$ cat config.mk
export PLATFORM = sky130hd
export DESIGN_NAME = serial_add_ctrl
export DESIGN_NICKNAME = d
export VERILOG_FILES = /design/src/rtl/serial_add_pkg.sv /design/src/rtl/full_adder_cell.sv /design/src/rtl/serial_add_ctrl.sv
export SDC_FILE = /design/constraint.sdc
export NUM_CORES = 1
export LEC_CHECK = 0
export ABC_CLOCK_PERIOD_IN_PS = 3430
export BUFFER_PORTS_ARGS = -buffer_cell sky130_fd_sc_hd__buf_2
export CORE_UTILIZATION = 59
export CTS_CLUSTER_SIZE = 16
export DETAILED_ROUTE_END_ITERATION = 7
export PLACE_DENSITY = 0.87
export SLEW_MARGIN = 20
export SYNTH_ARGS = -nofsm -noshare
export SYNTH_HDL_FRONTEND = slang
export SYNTH_SLANG_ARGS = --single-unit
$ cat constraint.sdc
create_clock -name clk -period 3.43 [get_ports clk]
set_input_delay 0.686 -clock clk [delete_from_list [all_inputs] [get_ports clk]]
set_output_delay 0.686 -clock clk [all_outputs]
set_load 0.005 [all_outputs]
$ cat src/rtl/serial_add_pkg.sv
// Shared types and constants for the bit-serial adder.
// FSM state encoding and default sizing.
package serial_add_pkg;

  typedef enum logic [1:0] {
    IDLE = 2'd0,
    RUN  = 2'd1,
    DONE = 2'd2
  } state_t;

  localparam int DEF_WIDTH = 8;
  localparam int CNT_W     = $clog2(DEF_WIDTH);

  // Counter width able to hold WIDTH-1 for a given operand width.
  function automatic int cnt_w(input int w);
    return (w > 2) ? $clog2(w) : 1;
  endfunction

endpackage

$ cat src/rtl/full_adder_cell.sv
// Single 1-bit full adder, reused every cycle
// by the serial add controller.
module full_adder_cell (
  input  logic a,
  input  logic b,
  input  logic cin,
  output logic s,
  output logic cout
);

  assign s    = a ^ b ^ cin;
  assign cout = (a & b) | (a & cin) | (b & cin);

endmodule

$ cat src/rtl/serial_add_ctrl.sv
// Bit-serial adder: one full-adder cell, LSB first,
// WIDTH RUN cycles then a one-cycle DONE pulse.
module serial_add_ctrl
  import serial_add_pkg::*;
#(
  parameter int WIDTH = DEF_WIDTH
) (
  input  logic             clk,
  input  logic             rst_n,
  input  logic             start,
  input  logic [WIDTH-1:0] a,
  input  logic [WIDTH-1:0] b,
  input  logic             cin,
  output logic             busy,
  output logic             done,
  output logic [WIDTH-1:0] sum,
  output logic             cout
);

  localparam int CW = cnt_w(WIDTH);
  localparam logic [CW-1:0] LAST = CW'(WIDTH - 1);

  state_t           state;
  state_t           state_nx;
  logic [WIDTH-1:0] a_sr;
  logic [WIDTH-1:0] b_sr;
  logic [WIDTH-1:0] res;
  logic [CW-1:0]    cnt;
  logic             carry;
  logic             cout_q;
  logic             fa_s;
  logic             fa_co;
  logic             last;
  logic             accept;

  assign last   = (cnt == LAST);
  assign accept = (state == IDLE) && start;

  full_adder_cell u_fa (
    .a    (a_sr[0]),
    .b    (b_sr[0]),
    .cin  (carry),
    .s    (fa_s),
    .cout (fa_co)
  );

  // State register.
  always_ff @(posedge clk or negedge rst_n) begin
    if (!rst_n) begin
      state <= IDLE;
    end else begin
      state <= state_nx;
    end
  end

  // Next-state: start only matters in IDLE.
  always_comb begin
    state_nx = state;
    unique case (state)
      IDLE: if (start) state_nx = RUN;
      RUN:  if (last)  state_nx = DONE;
      DONE: state_nx = IDLE;
      default: state_nx = IDLE;
    endcase
  end

  // Datapath: capture on accept, shift one bit per RUN cycle.
  always_ff @(posedge clk or negedge rst_n) begin
    if (!rst_n) begin
      a_sr   <= '0;
      b_sr   <= '0;
      res    <= '0;
      cnt    <= '0;
      carry  <= 1'b0;
      cout_q <= 1'b0;
    end else if (accept) begin
      a_sr  <= a;
      b_sr  <= b;
      carry <= cin;
      cnt   <= '0;
      res   <= '0;
    end else if (state == RUN) begin
      res   <= {fa_s, res[WIDTH-1:1]};
      a_sr  <= a_sr >> 1;
      b_sr  <= b_sr >> 1;
      carry <= fa_co;
      cnt   <= cnt + 1'b1;
      if (last) cout_q <= fa_co;
    end
  end

  assign busy = (state == RUN) || (state == DONE);
  assign done = (state == DONE);
  assign sum  = res;
  assign cout = cout_q;

endmodule

### Word level (Yosys, flattened, before mapping)

Cells that the tools add are included.

| storage, ports and cells | value |
|---|---|
| flip-flop bits (word level) | 31 |
| input port bits | 20 |
| word-level logic and storage cells | 40 |

| cells by class | value |
|---|---|
| $add $sub $neg | 1 |
| equality and inequality tests | 5 |
| multiplexer cells | 13 |
| bitwise gates (word level) | 8 |
| reduce and logical (&&, ||, !) cells | 6 |

Operators with widths:

| operator | count |
|---|---|
| two-way mux 8 bit | 6 |
| two-way mux 3 bit | 2 |
| two-way mux 2 bit | 2 |
| != test 2 bit, second input constant | 2 |
| one-hot mux 2 bit (2 select lines) | 1 |
| adder 3 x 1 -> 3 bit, second input constant | 1 |
| bitwise AND 1 bit | 3 |
| == test 3 bit, second input constant | 1 |
| AND reduction 3 bit | 1 |
| == test 2 x 1 -> 1 bit, second input constant | 1 |
| == test 2 bit, second input constant | 1 |
| zero test 2 bit | 1 |
| two-way mux 1 bit | 2 |
| OR 1 bit | 2 |
| AND reduction 2 bit | 1 |
| nonzero test 2 bit | 1 |
| bitwise XOR 1 bit | 2 |
| logical AND 1 bit | 1 |
| logical OR 1 bit | 1 |
| inverter 1 bit | 1 |

### Depth between registers and ports, before layout

Gate-level depths: netlist of the first run.

| logic depth | value |
|---|---|
| depth in word-level cells | 5 |
| mapped depth | 7 |

### Cells and area by module

Synthesis of the first run repeated with hierarchy kept, for this count alone.

| second synthesis, totals | value |
|---|---|
| cells, all modules | 132 |
| area, all modules | 1519.0 um^2 |

By module, submodules not included:

| module | times used | cells an instance | area an instance (um^2) | seq. area each (um^2) |
|---|---|---|---|---|
| serial_add_ctrl | 1 | 131 | 1498.9 | 775.7 |
| full_adder_cell | 1 | 1 | 20.0 | 0.0 |

### Worst setup path after synthesis of the first run

Ideal clock, no wire load.

| timing | value |
|---|---|
| path type | register to output |
| start point | register state[0] |
| end point | output port busy |
| data arrival time | 706 ps |
| path slack | 2038 ps |
| stages on the path, launching flop included | 3 |
| buffers on the path | 0 |
| cell sequence | dfrtp_1 inv_1 ha_1 |

| between the ends | value |
|---|---|
| word-level cells in the longest chain between the ends | 2 |
| elaborated cells on any way between the ends | 3 |
| classes of those cells | eq/ne (2); reduce/logical (1) |

RTL lines:

| element | line | source |
|---|---|---|
| start: declaration | serial_add_ctrl.sv:23 | `state_t state;` |
| start signal: assignment | serial_add_ctrl.sv:52 | `state <= state_nx;` |
| == test 2 x 1 -> 1 bit / == test 2 bit (equally long branches) | serial_add_ctrl.sv:92 | `assign busy = (state == RUN) \|\| (state == DONE);` |
| logical OR 1 bit * | serial_add_ctrl.sv:92 |  |
| end: declaration | serial_add_ctrl.sv:14 | `output logic busy,` |

Mark *: on every way between the ends. The rest lies on a longest branch, timed or not.

### Final worst setup path of the first run

Ends and elaborated chain as after synthesis.

==> results_dict.tcl, run 1 <==
set metrics [dict create \
    status "finished, final reports clean" \
    cts_root_buf "sky130_fd_sc_hd__clkbuf_4" \
    p_int_mw 1.05 \
    startpoint_type "flop" \
    maxClockFrequency_mhz 521 \
    power.density_cell_area_nw_per_um2 910 \
    finish.instance_area_um2 1840 \
    number_of_global_route_vias_before_repair 1025 \
    placement.cell_area_um2 1750 \
    insertedDiodeCount 0 \
    postCtsSetupRepairBufs 0 \
    core-area_um2 2730 \
    yosys_warnings 0 \
    totalWireLength_um 2550 \
    clkLatencyLatePin_ns 0.34 \
    power.net_switching_uw 626 \
    timing.critical_path.cells "inv_1, ha_1, buf_2" \
    synth_fp_nets 163 \
    route.detailed.vias_per_inst 5.17 \
    grt_antenna_before_repair 0 \
    proportion_of_layout_cells_with_a_drive_suffix_above_1 0.539 \
    finalHoldViolations 0 \
    path_delay_family "flip-flops" \
    max-slew-margin-rel 0.403 \
    globalplace.congestion 0.713 \
    timing.hold.worst.class "input port to async pin" \
    worst_setup_hold_path_clk_slew_ns 0.10 \
    post_cts_resized 0 \
    critPathMaxStageDelay_ns 0.40 \
    post_synthesis_instance_area_um2 1690 \
    syn2layout_area_growth_pct 9.06 \
    power_frac_comb 0.454 \
    longest_clk_path_bufs 2 \
    buffer_ports.inserted 30 \
    grtUsageTotal 0.193 \
    grt-ovfl-total 0 \
    least_margin_pin_slew_ns 0.895 \
    synth_sequential_area_ratio 0.460 \
    clockPowerShare 0.179 \
    skew_ns 0.00984 \
    detailed_place_hpwl_um 1740 \
    setup-violations-final 0 \
    post_synth_inst_count 136 \
    detail-route-antenna-nets 0 \
    worstPathRequired_ns 2.74 \
    final.fill_count 210 \
    wl_per_cell_um 13.0 \
    cts-hold-fix-buffers 0 \
    horiz_die_dim_um 55.4 \
    pin_count 31 \
    cp_max_fo 3 \
    postSynthAreaPerCell_um2 12.4 \
    cts_made_buffers 5 \
    drv_cap 0 \
    seq_cells_post_synth 31 \
    cp_num_buf_inv 2 \
    dr.first_iter.drc_count 41 \
    max-vdd-ir-drop_mv 0.586 \
    first_drt_pass_iteration_count 4 \
    synth_cell_types 25 \
    finalNetCount 191 \
    setup_repair_after_global_routing_missed_its_margin "no" \
    start_util 0.616 \
    cpMaxStageDelayCell "sky130_fd_sc_hd__dfrtp_1" \
    die_area_um2 3070 \
    finalSetupTns_ns 0 \
    timing.setup.critical_path_class "flop to output port" \
    via_count 1014 \
    cp_data_arrival_time_ns 1.23 \
    wire_length_of_the_first_global_routing_pass_um 4580 \
    fp-row-count 19 \
    drt_drc_violations_left 0 \
    htree_levels 2 \
    timing.critical_path.to_type "output port" \
    grt_max_degree 48 \
    leakage_power_of_the_design_nw 0.914 \
    finalCriticalPeriod_ns 1.92 \
    final_max_slew_viols 0 \
    die_y_um 55.4 \
    tritoncts_clock_tree "done" \
    sequentialPowerShare 0.367 \
    final.period_utilization 0.560 \
    numClockSinks 31 \
    power.share.switching 0.374 \
]
==> sequential cells by signal (all words and copies together) (netlist names) <==
name / cells
carry: 1
cnt: 3
state: 2
b_sr: 8
sum: 8
a_sr: 8
cout: 1
==> cell usage after synthesis, drive strengths merged <==
library cell	count	area (um^2)
mux2	1	15.0
dfrtp	31	776
o21a	1	7.51
nand2b	2	12.5
nor2	11	66.3
xnor2	1	8.76
fa	1	20.0
and2	1	8.76
a21oi	1	8.76
a211oi	1	12.5
ha	6	75.1
mux2i	23	230
o31ai	1	7.51
o21ai	20	164
nand2	19	116
buf	9	125
inv	6	22.5
nor2b	1	8.76
==> power by group through the flow <==
| stage | Clock, mW | Combinational (mW) | Sequential [mW] |
|---|---|---|---|
| 5_1_grt | 0.322 | 0.844 | 0.635 |
| 2_1_floorplan | 0 | 0.724 | 0.602 |
| 3_5_place_dp | 0 | 0.769 | 0.622 |
| 4_1_cts | 0.308 | 0.774 | 0.617 |
| 3_3_place_gp | 0 | 0.732 | 0.615 |
| 6_report | 0.299 | 0.760 | 0.614 |
==> metal layers <==
layer | share of wire | global-route usage | vias to the layer above
met5 | 0 | 0 | -
met4 | 0.020 | 0.0857 | 0
met3 | 0.047 | 0.0632 | 6
met2 | 0.49 | 0.305 | 22
met1 | 0.44 | 0.242 | 470
li1 | - | - | 516
==> metrics by stage <==
| stage | hold slack (ns) | utilization | setup slack [ns] | total power, mW | instances |
|---|---|---|---|---|---|
| 6_report | 0.370 | 0.672 | 1.51 | 1.67 | 196 |
| 5_1_grt | 0.415 | 0.672 | 1.43 | 1.80 | 196 |
| 4_1_cts | 0.386 | 0.672 | 1.48 | 1.70 | 196 |
| 3_5_place_dp | 0.498 | 0.641 | 1.56 | 1.39 | 188 |
| 3_3_place_gp | 0.488 | 0.641 | 1.64 | 1.35 | 188 |
| 2_1_floorplan | 0.390 | - | 2.04 | 1.33 | 136 |
==> path summary, 6_finish.rpt <==
kind,from,endpoint,slack [ns],depth (start not counted)
worst max register to register,state[1],state[0],1.56,4
worst min-delay path,rst_n,b_sr[1],0.37,1
min in group clk,cout,cout,0.52,2
worst min register to register,cout,cout,0.52,2
worst max-delay path,state[0],busy,1.51,3
max in group asynchronous,rst_n,sum[7],2.63,1
==> cells by family (layout without fill, tap and decap cells) <==
logic type | count (synthesis) | count (layout) | synth area share
buffers and inverters | 15 | 44 | 0.0876
multiplexers | 24 | 24 | 0.146
flip-flops | 31 | 31 | 0.460
AND/OR/NAND/NOR | 34 | 34 | 0.126
AO/OA/AOI/OAI | 24 | 24 | 0.119
XOR/XNOR | 1 | 1 | 0.00520
adder cells (fa/ha/maj) | 7 | 7 | 0.0564
==> worst reg2reg max path: stages (launching register included) <==
cell	delay (ns)
sky130_fd_sc_hd__dfrtp_1	0.40
sky130_fd_sc_hd__inv_1	0.12
sky130_fd_sc_hd__ha_2	0.79
sky130_fd_sc_hd__a21oi_2	0.13
sky130_fd_sc_hd__mux2_4	0.33
==> cells in the final DEF (no fill, tap or decap), drive strengths merged <==
| cell | Yosys | final |
|---|---|---|
| mux2 | 1 | 1 |
| clkbuf | 0 | 6 |
| ha | 6 | 6 |
| o31ai | 1 | 1 |
| bufinv | 0 | 1 |
| dfrtp | 31 | 31 |
| fa | 1 | 1 |
| inv | 6 | 6 |
| a211oi | 1 | 1 |
| mux2i | 23 | 23 |
| o21ai | 20 | 20 |
| a21oi | 1 | 1 |
| nor2 | 11 | 11 |
| o21a | 1 | 1 |
| buf | 9 | 30 |
| nor2b | 1 | 1 |
| clkinv | 0 | 1 |
| nand2 | 19 | 19 |
| and2 | 1 | 1 |
| nand2b | 2 | 2 |
| xnor2 | 1 | 1 |
==> area by class of cell <==
class	instances	area (um^2)	area share
Inverter	6	22.5	0.0123
Clock buffer	6	51.3	0.0279
Sequential cell	31	776	0.422
Tap cell	31	38.8	0.0211
Clock inverter	2	35.0	0.0191
Timing Repair Buffer	30	150	0.0817
Multi-Input combinational cell	90	764	0.416
Note: power is estimated with default switching activity, not from simulation.
==> run 2, diff against run 1 <==
- ABC_CLOCK_PERIOD_IN_PS: 3430 -> 1650
- CORE_UTILIZATION: 59 -> 49
- PLACE_DENSITY: 0.87 -> 0.77
- clock period: 3.43 -> 1.65 ns (I/O delays scaled with it)
==> run 2 against run 1 <==
Setup slack got worse by 1.4 ns. Sequential cell count did not move. Routed wire length is 3.1% higher. Total power is 110% higher. Via count up 2.0%. Register-to-register slack got worse by 1.4 ns. Clock-buffer cell count is 2 higher. Largest power group unchanged.
==> results_dict.tcl, run 2 (same netlist as run 1, synthesis figures left out) <==
set metrics [dict create \
    timing.hold.worst.class "input port to async pin" \
    clkLatencyLatePin_ns 0.32 \
    timing.critical_path.cells "inv_1, ha_1, buf_2" \
    layout_commonest_cell "sky130_fd_sc_hd__dfrtp_1" \
    tritoncts_clock_tree "done" \
    finalNetCount 194 \
    finalCriticalPeriod_ns 1.54 \
    finalSetupTns_ns 0 \
    leakage_power_of_the_design_nw 0.931 \
    sequentialPowerShare 0.366 \
    grt_max_degree 32 \
    startpoint_type "flop" \
    pin_count 31 \
    power.net_switching_mw 1.31 \
    power.density_cell_area_nw_per_um2 1830 \
    cts_root_buf "sky130_fd_sc_hd__clkbuf_4" \
    start_util 0.535 \
    cpMaxStageDelayCell "sky130_fd_sc_hd__dfrtp_1" \
    wire_length_of_the_first_global_routing_pass_um 4770 \
    clockPowerShare 0.142 \
    totalWireLength_um 2630 \
    detailed_place_hpwl_um 1930 \
    insertedDiodeCount 0 \
    critPathMaxStageDelay_ns 0.40 \
    max-vdd-ir-drop_mv 1.28 \
    postCtsSetupRepairBufs 0 \
    buffer_ports.inserted 30 \
    p_total_mw 3.47 \
    p_int_mw 2.16 \
    skew_ns 0.00560 \
    worstPathRequired_ns 1.32 \
    final.period_utilization 0.936 \
    grtUsageTotal 0.182 \
    die_y_um 60.6 \
    cp_data_arrival_time_ns 1.21 \
    grt-ovfl-total 0 \
    longest_clk_path_bufs 2 \
    maxClockFrequency_mhz 648 \
    fp-row-count 20 \
    htree_levels 2 \
    syn2layout_area_growth_pct 12.5 \
    post_cts_resized 0 \
    final_max_slew_viols 0 \
    detail-route-antenna-nets 0 \
    status "finished, final reports clean" \
    core-area_um2 3150 \
    path_delay_family "flip-flops" \
    final.fill_count 293 \
    number_of_global_route_vias_before_repair 1104 \
    cts-hold-fix-buffers 0 \
    finalHoldViolations 0 \
    power.share.switching 0.378 \
    via_count 1034 \
    die_area_um2 3680 \
    dr.first_iter.drc_count 42 \
    drv_cap 0 \
    cp_max_fo 4 \
    least_margin_pin_slew_ns 0.667 \
    horiz_die_dim_um 60.6 \
    setup_repair_after_global_routing_missed_its_margin "no" \
    most_frequent_cells_in_the_layout "31 x sky130_fd_sc_hd__dfrtp_1, 30 x sky130_fd_sc_hd__buf_2, 23 x sky130_fd_sc_hd__mux2i_1" \
    globalplace.congestion 0.699 \
    max-slew-margin-rel 0.555 \
    timing.critical_path.to_type "output port" \
    wl_per_cell_um 12.4 \
    timing.setup.critical_path_class "flop to output port" \
    power_frac_comb 0.492 \
    worst_setup_hold_path_clk_slew_ns 0.09 \
    first_drt_pass_iteration_count 4 \
    ff_latch_area_um2 776 \
    area_of_the_multi_input_gates_um2 764 \
    route.detailed.vias_per_inst 4.88 \
    setup-violations-final 0 \
    cp_num_buf_inv 2 \
    cts_made_buffers 5 \
    proportion_of_layout_cells_with_a_drive_suffix_above_1 0.542 \
    numClockSinks 31 \
    drt_drc_violations_left 0 \
    grt_antenna_before_repair 0 \
]
## run 2: power groups by stage
stage	registers (mW)	clock network (mW)	logic (mW)
floorplan	1.25	0	1.51
global placement	1.27	0	1.64
detailed placement	1.29	0	1.73
CTS	1.27	0.514	1.74
global route	1.31	0.547	1.91
finish	1.27	0.494	1.71
## run 2: layout make-up
type | count | share of cell area
tap | 44 | 0.0290
multi-input combinational | 90 | 0.403
clock buffer | 8 | 0.0363
timing repair buffer | 33 | 0.111
inverter | 6 | 0.0119
sequential | 31 | 0.409
## run 2: metrics by stage
stage	hold slack (ns)	util	instance area, um^2	setup slack [ns]	instances
3_3_place_gp	0.395	0.580	1830	0.298	204
6_report	0.0421	0.602	1900	0.106	212
4_1_cts	0.0526	0.602	1900	0.0872	212
3_5_place_dp	0.404	0.580	1830	0.201	204
2_1_floorplan	0.0344	-	1690	0.348	136
5_1_grt	0.0705	0.602	1900	0.0398	212
## run 2: path summary, 6_finish.rpt
path / from / to / slack [ns] / cells past startpoint
worst max-delay path: state[1] / busy / 0.11 / 3
worst min-delay path: rst_n / a_sr[6] / 0.04 / 1
worst max register to register: state[1] / b_sr[1] / 0.20 / 5
worst min register to register: cout / cout / 0.52 / 2
max in group asynchronous: rst_n / b_sr[6] / 1.18 / 1
min in group clk: a[1] / a_sr[1] / 0.20 / 3
## run 2: per-layer routing
metal	global-route usage	vias up	wire length [um]
met3	0.0448	4	84
li1	-	524	-
met1	0.215	489	1160
met5	0	-	0
met2	0.320	17	1360
met4	0.0682	0	29
==> run 3, diff against run 2 <==
- RECOVER_POWER: default -> 25
==> run 3 against run 2 <==
Setup slack is the same. Critical path depth is the same. Clock power is essentially flat. Non-clock buffer count is the same. Register-to-register slack is essentially flat. Clock-buffer cell count is the same. Global-route usage is the same. Via count is essentially flat. Combinational power is essentially flat. Total power is essentially flat. Die area is the same.
==> results_dict.tcl, run 3 (same netlist as run 1, synthesis figures left out) <==
set metrics [dict create \
    status "finished, final reports clean" \
    die_y_um 60.6 \
    grt_antenna_before_repair 0 \
    postCtsSetupRepairBufs 0 \
    clkLatencyLatePin_ns 0.32 \
    maxClockFrequency_mhz 648 \
    cts-hold-fix-buffers 0 \
    timing.setup.critical_path_class "flop to output port" \
    final.period_utilization 0.936 \
    globalplace.congestion 0.699 \
    max-vdd-ir-drop_mv 1.28 \
    layout_commonest_cell "sky130_fd_sc_hd__dfrtp_1" \
    finalSetupTns_ns 0 \
    skew_ns 0.00560 \
    startpoint_type "flop" \
    via_count 1035 \
    drv_cap 0 \
    cts_root_buf "sky130_fd_sc_hd__clkbuf_4" \
    detailed_place_hpwl_um 1930 \
    grtUsageTotal 0.182 \
    wl_per_cell_um 12.4 \
    timing.hold.worst.class "input port to async pin" \
    horiz_die_dim_um 60.6 \
    first_drt_pass_iteration_count 4 \
    critPathMaxStageDelay_ns 0.40 \
    cp_data_arrival_time_ns 1.21 \
    buffer_ports.inserted 30 \
    final.fill_count 293 \
    tritoncts_clock_tree "done" \
    most_frequent_cells_in_the_layout "31 x sky130_fd_sc_hd__dfrtp_1, 29 x sky130_fd_sc_hd__buf_2, 23 x sky130_fd_sc_hd__mux2i_1" \
    insertedDiodeCount 0 \
    finalHoldViolations 0 \
    worst_reg_to_reg_setup_slack_ns 0.20 \
    grt_max_degree 32 \
    fp-row-count 20 \
    wire_length_of_the_first_global_routing_pass_um 4770 \
    cp_max_fo 4 \
    least_margin_pin_slew_ns 0.750 \
    area_of_the_multi_input_gates_um2 764 \
    finalCriticalPeriod_ns 1.54 \
    timing.critical_path.cells "inv_1, ha_1, buf_2" \
    finalNetCount 194 \
    syn2layout_area_growth_pct 12.5 \
    cpMaxStageDelayCell "sky130_fd_sc_hd__dfrtp_1" \
    proportion_of_layout_cells_with_a_drive_suffix_above_1 0.542 \
    p_total_mw 3.47 \
    max-slew-margin-rel 0.500 \
    pin_count 31 \
    route.detailed.vias_per_inst 4.88 \
    power.density_cell_area_nw_per_um2 1830 \
    dr.first_iter.drc_count 42 \
    worstPathRequired_ns 1.32 \
    setup_repair_after_global_routing_missed_its_margin "no" \
    power.share.switching 0.378 \
    final_max_slew_viols 0 \
    start_util 0.535 \
    setup-violations-final 0 \
    worst_setup_hold_path_clk_slew_ns 0.09 \
    longest_clk_path_bufs 2 \
    totalWireLength_um 2630 \
    numClockSinks 31 \
    drt_drc_violations_left 0 \
    grt-ovfl-total 0 \
    ff_latch_area_um2 776 \
    cts_made_buffers 5 \
    leakage_power_of_the_design_nw 0.931 \
    detail-route-antenna-nets 0 \
    number_of_global_route_vias_before_repair 1104 \
    htree_levels 2 \
    clockPowerShare 0.142 \
    die_area_um2 3680 \
    post_cts_resized 0 \
    sequentialPowerShare 0.366 \
    core-area_um2 3150 \
    p_int_mw 2.16 \
    timing.critical_path.to_type "output port" \
    power.net_switching_mw 1.31 \
    power_frac_comb 0.492 \
]
-- run 3: changes by cell type in the layout (fill, tap and decap cells not counted), sizes merged --
cell / previous run / this run
buf: 33 / 32
clkbuf: 8 / 9
-- run 3: critical path, delay by kind of cell, from the launching register on --
| kind | cells | cell delay (ns) |
|---|---|---|
| buf+inv | 2 | 0.26 |
| flops | 1 | 0.40 |
| fa+ha+maj | 1 | 0.25 |
-- run 3: layer usage --
metal | track usage | up-vias | share of wire
li1 | - | 524 | -
met5 | 0 | - | 0
met2 | 0.320 | 17 | 0.52
met1 | 0.215 | 490 | 0.44
met3 | 0.0448 | 4 | 0.032
met4 | 0.0682 | 0 | 0.011
-- run 3: through the flow --
step / hold WS [ns] / util / area, um^2 / setup slack, ns / cells
2_1_floorplan: 0.0344 / - / 1690 / 0.348 / 136
3_3_place_gp: 0.395 / 0.580 / 1830 / 0.298 / 204
3_5_place_dp: 0.404 / 0.580 / 1830 / 0.201 / 204
4_1_cts: 0.0526 / 0.602 / 1900 / 0.0872 / 212
5_1_grt: 0.102 / 0.602 / 1900 / 0.0398 / 212
6_report: 0.0658 / 0.602 / 1900 / 0.106 / 212
-- run 3: path summary, 6_finish.rpt --
path,startpoint,endpoint,cells after the start
worst max-delay path,state[1],busy,3
min in group clk,a[1],a_sr[1],3
max in group asynchronous,rst_n,b_sr[6],1
worst min-delay path,rst_n,a_sr[6],1
worst min register to register,cout,cout,2
worst max register to register,state[1],b_sr[1],5
-- run 3: power groups by stage --
stage	Clock [mW]	Sequential, mW	Combinational, mW
after floorplan	0	1.25	1.51
after global placement	0	1.27	1.64
after detailed placement	0	1.29	1.73
after CTS	0.514	1.27	1.74
after global routing	0.547	1.31	1.91
final	0.494	1.27	1.71
-- run 3: area by class of cell --
class | instances | area share
clock buffer | 8 | 0.0363
timing repair buffer | 33 | 0.111
tap | 44 | 0.0290
inverter | 6 | 0.0119
sequential | 31 | 0.409
multi-input combinational | 90 | 0.403
